==> src/rtl/mango_ps2_keyboard_if.sv <==
// Keyboard port bundle: raw PS/2 pins plus the Apple-1 style keycode/keystrobe pair.
interface mango_ps2_keyboard_if;
    logic       ps2_clk;
    logic       ps2_data;
    logic       keystrobe;
    logic [7:0] keycode;
    logic       parity_err;
    logic       overflow;

    modport master (
        output ps2_clk, ps2_data, keystrobe,
        input  keycode, parity_err, overflow
    );

    modport slave (
        input  ps2_clk, ps2_data, keystrobe,
        output keycode, parity_err, overflow
    );
endinterface

==> src/rtl/mango_ps2_keyboard.sv <==
// PS/2 set-2 keyboard front end: frame receiver, modifier tracking, ASCII translation
// and a small character FIFO presented as {pending, ascii} on keycode.
module mango_ps2_keyboard #(
    parameter int FIFO_DEPTH = 4,
    parameter int TIMEOUT    = 2000
) (
    input  logic                 clk,
    input  logic                 reset,
    mango_ps2_keyboard_if.slave  kbd
);
    localparam int AW = $clog2(FIFO_DEPTH);
    localparam int TW = $clog2(TIMEOUT + 1);

    typedef enum logic [1:0] {IDLE, SHIFT, CHECK} state_t;

    logic r_ps2c_s1, r_ps2c_s2, r_ps2c_prev, r_ps2d_s1, r_ps2d_s2;
    logic r_ks_sync, r_ks_prev;
    logic w_fe;

    // NOTE: every clocked register uses <= so all flops sample pre-edge values together.
    always_ff @(posedge clk) begin
        if (reset) begin
            r_ps2c_s1   <= 1'b1;
            r_ps2c_s2   <= 1'b1;
            r_ps2c_prev <= 1'b1;
            r_ps2d_s1   <= 1'b1;
            r_ps2d_s2   <= 1'b1;
            r_ks_sync   <= 1'b0;
            r_ks_prev   <= 1'b0;
        end else begin
            r_ps2c_s1   <= kbd.ps2_clk;
            r_ps2c_s2   <= r_ps2c_s1;
            r_ps2c_prev <= r_ps2c_s2;
            r_ps2d_s1   <= kbd.ps2_data;
            r_ps2d_s2   <= r_ps2d_s1;
            r_ks_sync   <= kbd.keystrobe;
            r_ks_prev   <= r_ks_sync;
        end
    end

    assign w_fe = r_ps2c_prev & ~r_ps2c_s2;

    state_t        r_state, w_state_next;
    logic [3:0]    r_bit_cnt;
    logic [9:0]    r_frame;
    logic [TW-1:0] r_to_cnt;
    logic          w_timeout;

    assign w_timeout = (r_to_cnt == TW'(TIMEOUT));

    always_ff @(posedge clk) begin
        if (reset) r_state <= IDLE;
        else       r_state <= w_state_next;
    end

    // NOTE: defaulting the next state first keeps this block free of inferred latches.
    always_comb begin
        w_state_next = r_state;
        case (r_state)
            IDLE:    if (w_fe && !r_ps2d_s2) w_state_next = SHIFT;
            SHIFT:   if (w_fe && r_bit_cnt == 4'd9) w_state_next = CHECK;
                     else if (!w_fe && w_timeout) w_state_next = IDLE;
            CHECK:   w_state_next = IDLE;
            default: w_state_next = IDLE;
        endcase
    end

    // Frame assembles LSB first: [7:0] data, [8] parity, [9] stop.
    always_ff @(posedge clk) begin
        if (reset) begin
            r_bit_cnt <= '0;
            r_frame   <= '0;
            r_to_cnt  <= '0;
        end else begin
            if (r_state == IDLE) r_bit_cnt <= '0;
            if (r_state == SHIFT && w_fe) begin
                r_frame   <= {r_ps2d_s2, r_frame[9:1]};
                r_bit_cnt <= r_bit_cnt + 4'd1;
            end
            if (w_fe || r_state != SHIFT) r_to_cnt <= '0;
            else if (!w_timeout)          r_to_cnt <= r_to_cnt + TW'(1);
        end
    end

    logic       w_frame_ok;
    logic       r_byte_stb, r_parity_err;
    logic [7:0] r_byte;

    assign w_frame_ok = (^r_frame[8:0]) && r_frame[9];

    always_ff @(posedge clk) begin
        if (reset) begin
            r_byte_stb   <= 1'b0;
            r_parity_err <= 1'b0;
            r_byte       <= '0;
        end else begin
            r_byte_stb   <= (r_state == CHECK) && w_frame_ok;
            r_parity_err <= (r_state == CHECK) && !w_frame_ok;
            if (r_state == CHECK) r_byte <= r_frame[7:0];
        end
    end

    logic       r_brk, r_ext, r_shift_l, r_shift_r, r_ctrl;
    logic [6:0] w_lo, w_hi, w_ascii;
    logic       w_letter, w_mapped, w_is_prefix, w_is_mod, w_push_req;

    // Letters only fill w_lo; their shifted form is derived below.
    always_comb begin
        w_lo = 7'h00;
        w_hi = 7'h00;
        case (r_byte)
            8'h1C: w_lo = 7'h61;  8'h32: w_lo = 7'h62;  8'h21: w_lo = 7'h63;
            8'h23: w_lo = 7'h64;  8'h24: w_lo = 7'h65;  8'h2B: w_lo = 7'h66;
            8'h34: w_lo = 7'h67;  8'h33: w_lo = 7'h68;  8'h43: w_lo = 7'h69;
            8'h3B: w_lo = 7'h6A;  8'h42: w_lo = 7'h6B;  8'h4B: w_lo = 7'h6C;
            8'h3A: w_lo = 7'h6D;  8'h31: w_lo = 7'h6E;  8'h44: w_lo = 7'h6F;
            8'h4D: w_lo = 7'h70;  8'h15: w_lo = 7'h71;  8'h2D: w_lo = 7'h72;
            8'h1B: w_lo = 7'h73;  8'h2C: w_lo = 7'h74;  8'h3C: w_lo = 7'h75;
            8'h2A: w_lo = 7'h76;  8'h1D: w_lo = 7'h77;  8'h22: w_lo = 7'h78;
            8'h35: w_lo = 7'h79;  8'h1A: w_lo = 7'h7A;
            8'h16: begin w_lo = 7'h31; w_hi = 7'h21; end
            8'h1E: begin w_lo = 7'h32; w_hi = 7'h40; end
            8'h26: begin w_lo = 7'h33; w_hi = 7'h23; end
            8'h25: begin w_lo = 7'h34; w_hi = 7'h24; end
            8'h2E: begin w_lo = 7'h35; w_hi = 7'h25; end
            8'h36: begin w_lo = 7'h36; w_hi = 7'h5E; end
            8'h3D: begin w_lo = 7'h37; w_hi = 7'h26; end
            8'h3E: begin w_lo = 7'h38; w_hi = 7'h2A; end
            8'h46: begin w_lo = 7'h39; w_hi = 7'h28; end
            8'h45: begin w_lo = 7'h30; w_hi = 7'h29; end
            8'h29: begin w_lo = 7'h20; w_hi = 7'h20; end
            8'h5A: begin w_lo = 7'h0D; w_hi = 7'h0D; end
            8'h66: begin w_lo = 7'h08; w_hi = 7'h08; end
            8'h76: begin w_lo = 7'h1B; w_hi = 7'h1B; end
            8'h4E: begin w_lo = 7'h2D; w_hi = 7'h5F; end
            8'h55: begin w_lo = 7'h3D; w_hi = 7'h2B; end
            8'h41: begin w_lo = 7'h2C; w_hi = 7'h3C; end
            8'h49: begin w_lo = 7'h2E; w_hi = 7'h3E; end
            8'h4A: begin w_lo = 7'h2F; w_hi = 7'h3F; end
            8'h4C: begin w_lo = 7'h3B; w_hi = 7'h3A; end
            8'h52: begin w_lo = 7'h27; w_hi = 7'h22; end
            default: ;
        endcase
        w_mapped = (w_lo != 7'h00);
        w_letter = (w_lo >= 7'h61) && (w_lo <= 7'h7A);
        if (w_letter) w_hi = w_lo & 7'h5F;
        if (r_ctrl && w_letter)          w_ascii = w_hi & 7'h1F;
        else if (r_shift_l || r_shift_r) w_ascii = w_hi;
        else                             w_ascii = w_lo;
    end

    assign w_is_prefix = (r_byte == 8'hF0) || (r_byte == 8'hE0);
    assign w_is_mod    = (r_byte == 8'h12) || (r_byte == 8'h59) || (r_byte == 8'h14);
    assign w_push_req  = r_byte_stb && !w_is_prefix && !w_is_mod && !r_brk && !r_ext && w_mapped;

    always_ff @(posedge clk) begin
        if (reset) begin
            r_brk     <= 1'b0;
            r_ext     <= 1'b0;
            r_shift_l <= 1'b0;
            r_shift_r <= 1'b0;
            r_ctrl    <= 1'b0;
        end else if (r_parity_err) begin
            r_brk <= 1'b0;
            r_ext <= 1'b0;
        end else if (r_byte_stb) begin
            if (r_byte == 8'hF0)      r_brk <= 1'b1;
            else if (r_byte == 8'hE0) r_ext <= 1'b1;
            else begin
                if (r_byte == 8'h12) r_shift_l <= !r_brk;
                if (r_byte == 8'h59) r_shift_r <= !r_brk;
                if (r_byte == 8'h14) r_ctrl    <= !r_brk;
                r_brk <= 1'b0;
                r_ext <= 1'b0;
            end
        end
    end

    logic [6:0]  r_mem [FIFO_DEPTH];
    logic [AW-1:0] r_wr_ptr, r_rd_ptr;
    logic [AW:0]   r_count;
    logic          r_overflow;
    logic          w_full, w_pop, w_push;

    assign w_full = (r_count == (AW+1)'(FIFO_DEPTH));
    assign w_pop  = r_ks_sync && !r_ks_prev && (r_count != '0);
    assign w_push = w_push_req && (!w_full || w_pop);

    // NOTE: storage is left unreset; r_count gates every read so stale entries are never seen.
    always_ff @(posedge clk) begin
        if (w_push) r_mem[r_wr_ptr] <= w_ascii;
    end

    always_ff @(posedge clk) begin
        if (reset) begin
            r_wr_ptr   <= '0;
            r_rd_ptr   <= '0;
            r_count    <= '0;
            r_overflow <= 1'b0;
        end else begin
            if (w_push) r_wr_ptr <= r_wr_ptr + AW'(1);
            if (w_pop)  r_rd_ptr <= r_rd_ptr + AW'(1);
            if (w_push && !w_pop)      r_count <= r_count + (AW+1)'(1);
            else if (!w_push && w_pop) r_count <= r_count - (AW+1)'(1);
            if (w_push_req && w_full && !w_pop) r_overflow <= 1'b1;
        end
    end

    assign kbd.keycode    = (r_count != '0) ? {1'b1, r_mem[r_rd_ptr]} : 8'h00;
    assign kbd.parity_err = r_parity_err;
    assign kbd.overflow   = r_overflow;
endmodule
==> src/flat_wrapper.sv <==
// flat-port wrapper written by rule: the top's interface ports become plain ports
module mango_ps2_keyboard_flat 
#(
    parameter int FIFO_DEPTH = 4,
    parameter int TIMEOUT    = 2000
)
  (clk, reset, kbd_ps2_clk, kbd_ps2_data, kbd_keystrobe, kbd_keycode, kbd_parity_err, kbd_overflow);
  mango_ps2_keyboard_if kbd_i ();
  input  logic clk;
  input  logic reset;
  input wire logic [$bits(kbd_i.ps2_clk)-1:0] kbd_ps2_clk;
  input wire logic [$bits(kbd_i.ps2_data)-1:0] kbd_ps2_data;
  input wire logic [$bits(kbd_i.keystrobe)-1:0] kbd_keystrobe;
  output wire logic [$bits(kbd_i.keycode)-1:0] kbd_keycode;
  output wire logic [$bits(kbd_i.parity_err)-1:0] kbd_parity_err;
  output wire logic [$bits(kbd_i.overflow)-1:0] kbd_overflow;
  assign kbd_i.ps2_clk = kbd_ps2_clk;
  assign kbd_i.ps2_data = kbd_ps2_data;
  assign kbd_i.keystrobe = kbd_keystrobe;
  assign kbd_keycode = kbd_i.keycode;
  assign kbd_parity_err = kbd_i.parity_err;
  assign kbd_overflow = kbd_i.overflow;
  mango_ps2_keyboard #(.FIFO_DEPTH(FIFO_DEPTH), .TIMEOUT(TIMEOUT)) u_core (.clk(clk), .reset(reset), .kbd(kbd_i));
endmodule
==> config.mk <==
export PLATFORM = sky130hd
export DESIGN_NAME = mango_ps2_keyboard_flat
export DESIGN_NICKNAME = d
export VERILOG_FILES = /design/src/rtl/mango_ps2_keyboard_if.sv /design/src/rtl/mango_ps2_keyboard.sv /design/src/flat_wrapper.sv
export SDC_FILE = /design/constraint.sdc
export NUM_CORES = 1
export LEC_CHECK = 0
export BUFFER_PORTS_ARGS = -buffer_cell sky130_fd_sc_hd__buf_2
export CORE_ASPECT_RATIO = 0.5
export CORE_MARGIN = 3
export CORE_UTILIZATION = 35
export CTS_BUF_LIST = sky130_fd_sc_hd__clkbuf_8
export CTS_CLUSTER_DIAMETER = 30
export CTS_CLUSTER_SIZE = 12
export DETAILED_ROUTE_END_ITERATION = 8
export GPL_ROUTABILITY_DRIVEN = 0
export PLACE_DENSITY = 0.51
export SYNTH_ARGS = -nofsm -noshare
export SYNTH_HDL_FRONTEND = slang
export SYNTH_SLANG_ARGS = --single-unit
==> constraint.sdc <==
create_clock -name clk -period 3.71 [get_ports clk]
set_input_delay 0 -clock clk [delete_from_list [all_inputs] [get_ports clk]]
set_output_delay 0 -clock clk [all_outputs]
set_load 0.01 [all_outputs]
### Yosys cells after proc, flatten, opt, wreduce, memory -nomap -nowiden

Memory sizes are Yosys's and may differ from the RTL's. A register that Yosys moved wholly into a read port is not among the register bits.
Index checks and enable logic that the tools add are counted.
Widths: inputs -> output; s select.

* bits in registers: 57
* bits in writable memories: 28
* input port bits: 5
* output and inout bits: 10
* word-level logic and storage cells: 171
* memories kept: 1

Memories
* u_core.r_mem: words 4, width 7, rd ports 1, clocked after memory_dff 1, write ports 1, RTL line mango_ps2_keyboard.sv:179 `logic [6:0] r_mem [FIFO_DEPTH];`

* $add $sub $neg: 6
* order comparisons: 2
* eq/ne operators: 61
* muxes and demuxes: 21
* bitwise gates (word level): 5
* reductions and logical operators: 52

Operator list (number)
* $pmux 7 s47: 1
* $eq 8x6->1 const B: 23
* $pmux 7 s21: 1
* $eq 8x7->1 const B: 18
* $eq 8x5->1 const B: 9
* $logic_and 1x1->1: 21
* $mux 7: 3
* $eq 8x8->1 const B: 2
* $reduce_and 5->1: 3
* $add 11x1->11 const B: 1
* $eq 11x11->1 const B: 1
* $logic_not 1->1: 11
* $mux 2: 5
* $reduce_xor 9->1: 1
* $mux 4: 2
* $mux 8: 1
* $ge 7x7->1 const B: 1
* $le 7x7->1 const B: 1
* $reduce_bool 7->1: 1
* $logic_or 1x1->1: 6
* $mux 3: 2
* $ne 2x1->1 const B: 3
* $reduce_and 2->1: 3
* $mux 1: 5
* 16 further kinds: 22

### Logic depth before layout (Yosys ltp)

* depth after elaboration: 13
* mapped depth: 14
* gate-level depth less buffers: 11

### Least setup slack after synthesis

OpenSTA, ideal clock, no wires.

* kind: reg2reg
* from: reg u_core.r_byte[4]
* to: reg u_core.r_count[2]
* library setup time: 0.070 ns
* arrival time: 3.133 ns
* required time: 3.640 ns
* slack: 0.507 ns
* stages on the path, launching flop included: 14
* path buffers: 2
* period minus slack after synthesis: 3.203 ns
* cells stage by stage: dfxtp_1 > buf_6 > or4b_4 > buf_6 > a2111oi_4 > nor3_2 > and3b_4 > a31oi_4 > ha_1 > inv_1 > fa_1 > xor2_1 > or3_1 > a21oi_1

* cells in the longest elaborated chain, start to end: 12
* elaborated cells on any way between the ends: 70
* those cells by class: 52 x eq/ne; 2 x mux; 16 x reduce/logical

RTL lines
* from (decl): RTL line mango_ps2_keyboard.sv:87 `logic [7:0] r_byte;`
* from (signal assigned): RTL line mango_ps2_keyboard.sv:99 `if (r_state == CHECK) r_byte <= r_frame[7:0];`
* parallel branches: the longest is 7 deep, another holds $pmux 7 s47
* $logic_and 1x1->1 (*): RTL line mango_ps2_keyboard.sv:154 `assign w_push_req = r_byte_stb && !w_is_prefix && !w_is_mod && !r_brk && !r_ext && w_mapped;`
* $logic_and 1x1->1 (*): RTL line mango_ps2_keyboard.sv:187 `assign w_push = w_push_req && (!w_full || w_pop);`
* net u_core.w_push: RTL line mango_ps2_keyboard.sv:183 `logic w_full, w_pop, w_push;`
* $logic_not 1->1: RTL line mango_ps2_keyboard.sv:204 `else if (!w_push && w_pop) r_count <= r_count - (AW+1)'(1);`
* $logic_and 1x1->1: RTL line mango_ps2_keyboard.sv:204
* $reduce_bool 2->1 (no source line)
* to (signal assigned): RTL line mango_ps2_keyboard.sv:203 `if (w_push && !w_pop) r_count <= r_count + (AW+1)'(1);`
* to (signal assigned): RTL line mango_ps2_keyboard.sv:204
* to (decl): RTL line mango_ps2_keyboard.sv:181 `logic [AW:0] r_count;`

Mark *: on every way through the listed nets, which the timed path passes.
A chain may end at the register's enable or synchronous reset.

### Worst setup path after layout

* from: reg u_core.r_byte[5]
* to: reg u_core.r_count[2]

The elaborated chain is that of the path after synthesis.

==> run_results.csv <==
group,metric,value,unit
run_status,outcome,"finished clean",
global_route,grt.overflow.total,0,
setup_path,crit_arrival,3.71,ns
sta,grt_setup_unrepaired,"false",
detailed_routing,wl_met2,5.22,mm
sta,timing.fmax,293,MHz
sta,slew_headroom,0.474,
clock_tree,htree_levels,3,
floorplan,pin_count,15,
detailed_routing,wl_met1,5.65,mm
clock_tree,clk_latency,0.36,ns
cells_and_area,area_delta_synth_final,10.8,%
yosys,syn-mean-instance-area,9.16,um^2
floorplan,die_h,90.8,um
sta,hold_viol,0,
sta,worst_slew_pin_slew,0.779,ns
detailed_routing,top_layer,"met4",
sta,setup_tns,0,ns
setup_path,worstPathCellList,"or4bb_1, nor3_1, nor3_2, and3b_4, a31oi_4, ha_1, inv_1, fa_1, xor2_1, or3_1, a21oi_1",
detailed_routing,drt-vias-per-instance,5.27,
yosys,synth-seq-cells,87,
clock_tree,path_clk_slew,0.09,ns
yosys,netlist_area,5030,um^2
power,cellLeakagePower,0.00183,uW
floorplan,fp.dieW,176,um
floorplan,row_count,30,
setup_path,crit_type,"register to register",
cells_and_area,diodes,0,
yosys,ys_async_sr_fraction,0,
floorplan,initial_core_util,0.364,
clock_tree,cts_setup_buffers,0,
setup_path,crit_fanout,11,
place,dp_slack,0.268,ns
clock_tree,cts_buffers,9,
yosys,syn_nets,564,
sta,setup_viol,0,
setup_path,crit_required,4.00,ns
clock_tree,cts_root_buffer,"clkbuf_8",
global_route,grt_max_degree,35,
sta,skew,0.0152,ns
sta,final.period_utilization,0.921,
setup_path,crit_buf_inv,1,
cells_and_area,drive_gt1_frac,0.153,
detailed_routing,drtAntennaViolNets,0,
yosys,synth-edff-count,28,
global_route,track_usage,0.150,
detailed_routing,first_pass_iters,5,
global_route,grt_pass1_wl,19.6,mm
detailed_routing,drtIter0Drc,409,
yosys,synthTopCellsByArea,"dfxtp_1 (23%), edfxtp_1 (17%), a21oi_1 (3.9%)",
detailed_routing,num_vias,4002,
sta,maxSlewViolCount,0,
worst_hold_path,hold_path_class,"input port to register",
floorplan,core-area,13800,um^2
yosys,synth_top_area_frac,0.235,
global_route,grt_antenna_before_repair,0,
setup_path,start_kind,"register",
sta,fin_ws,0.292,ns
yosys,ys_seq_area_frac,0.402,
yosys,netlist_instances,549,
setup_path,slowest_stage,"or4bb_1",
clock_tree,cts_buffer_depth,2,
detailed_routing,wire_per_inst,15.4,um
power,power_density,314,nW/um^2
cells_and_area,fin_cells,760,
place,dp_cells,741,
sta,fin_crit,3.42,ns
yosys,ys_types,71,
place,io_buffer_count,14,
cells_and_area,nFillCells,1408,
cells_and_area,nets,578,
setup_path,endpoint_kind,"register",
run,max_cap_viol_count,0,
yosys,synthFlopType,"dfxtp_1",
place,place_hpwl,8.59,mm
setup_path,slowest_delay,0.65,ns
yosys,ys.warnings.count,0,
floorplan,die_area,15900,um^2
power,irDropWorstVdd,0.188,mV
detailed_routing,wl_met3,635,um
clock_tree,cts.sinks,87,
detailed_routing,drc_errors,0,
global_route,grt_pass1_vias,3861,
power,p_total,1750,uW
detailed_routing,drt_wl_total,11.7,mm
clock_tree,cts_tree,"yes",
yosys,yosys.area.top_type,"dfxtp_1",
setup_path,crit_family,"simple AND/OR/NAND/NOR gates",
worst reg2reg max path, delay by kind of cell (launching register included):
family	cells	cell delay (ns)
buf+inv	1	0.06
simple gates	5	1.67
xor+xnor	1	0.18
compound gates	2	0.33
fa+ha+maj	2	0.57
flops	1	0.57
sequential cells by signal, summed over array words and instances, names as in the netlist, named ones only:
register	cells
u_core.r_byte_stb	1
u_core.r_wr_ptr	2
u_core.r_ps2d_s1	1
u_core.kbd.overflow	1
u_core.r_ks_prev	1
u_core.r_ps2c_s1	1
u_core.r_rd_ptr	2
u_core.r_mem	28
u_core.r_ext	1
u_core.r_ks_sync	1
u_core.r_ps2c_s2	1
u_core.r_byte	8
u_core.r_bit_cnt	4
u_core.r_frame	10
u_core.r_shift_l	1
u_core.r_state	2
u_core.r_shift_r	1
u_core.r_ctrl	1
u_core.r_to_cnt	11
u_core.r_count	3
u_core.r_ps2d_s2	1
u_core.r_ps2c_prev	1
u_core.r_brk	1
u_core.kbd.parity_err	1
cell families after synthesis:
kind of cell | Yosys count | share of synthesized area
compound gates | 96 | 0.132
buf+inv | 54 | 0.0547
mux | 17 | 0.0522
fa+ha+maj | 10 | 0.0264
xor+xnor | 26 | 0.0453
flops | 87 | 0.402
simple gates | 259 | 0.287
layout by cell type, fill, tap and decap left out, drive strengths merged, types with 8 or more instances in the layout:
cell and count:
nor3 25, nor2b 21, nand3 20, ha 9, nand2 50, nand2b 19, mux2i 9, o21ai 15
clkbuf 11, a21oi 39, edfxtp 28, or3 11, nor2 52, xor2 9, or2 8, dfxtp 59
xnor2 17, inv 16, buf 39
worst paths after layout:
path / start / end / slack (ns) / depth (start not counted)
worst max-delay path: u_core.r_byte[5]$_SDFFE_PP0P_ / u_core.r_count[2]$_SDFFE_PP0P_ / 0.29 / 11
worst min-delay path: reset / u_core.r_count[1]$_SDFFE_PP0P_ / 0.14 / 2
worst max register to register: u_core.r_byte[5]$_SDFFE_PP0P_ / u_core.r_count[2]$_SDFFE_PP0P_ / 0.29 / 11
worst min register to register: u_core.r_ps2d_s1$_SDFF_PP1_ / u_core.r_ps2d_s2$_SDFF_PP1_ / 0.41 / 1
power breakdown:
group	switching, uW	internal [uW]
Clock	333	416
Sequential	1.55	978
Combinational	12.3	8.39
Total	347	1400
synthesized netlist by cell type, types with 7 or more instances:
cell and number:
mux4_2 7, or3_1 11, nand2_1 50, nor2b_1 21
ha_1 9, inv_1 15, o21ai_0 14, nand3_1 20
nand2b_1 19, nor2_1 52, nor3_1 24, xnor2_1 17
or2_2 8, a21oi_1 39, edfxtp_1 28, clkbuf_1 14
mux2i_1 9, dfxtp_1 59, buf_2 10, xor2_1 9
per-layer routing:
metal | vias up | GRT usage
li1 | 1993 | -
met1 | 1851 | 0.208
met2 | 134 | 0.232
met3 | 24 | 0.0361
met4 | 0 | 0.0461
met5 | - | 0
cell type report:
type | instances | area (um^2) | share of cell area
Clock inverter | 5 | 81.3 | 0.0146
Timing Repair Buffer | 42 | 288 | 0.0516
Sequential cell | 87 | 2020 | 0.363
Tap cell | 192 | 240 | 0.0431
Inverter | 15 | 56.3 | 0.0101
Multi-Input combinational cell | 408 | 2730 | 0.490
Clock buffer | 11 | 151 | 0.0272
through the flow:
stage                     area, um^2  hold WS, ns  utilization
final                           5570        0.135        0.404
after global routing            5570        0.154        0.404
after CTS                       5570        0.125        0.403
after detailed placement        5310        0.186        0.384
after global placement          5310        0.187        0.384
after floorplan                 5030        0.104            -
what timing repair did:
item / CTS / global route
gates resized for setup: 0 / 1
hold endpoints to repair: 3 / 0
endpoints found under the setup margin: 0 / 1
hold buffers: 3 / 0
Note: power is estimated with default switching activity, not from simulation.
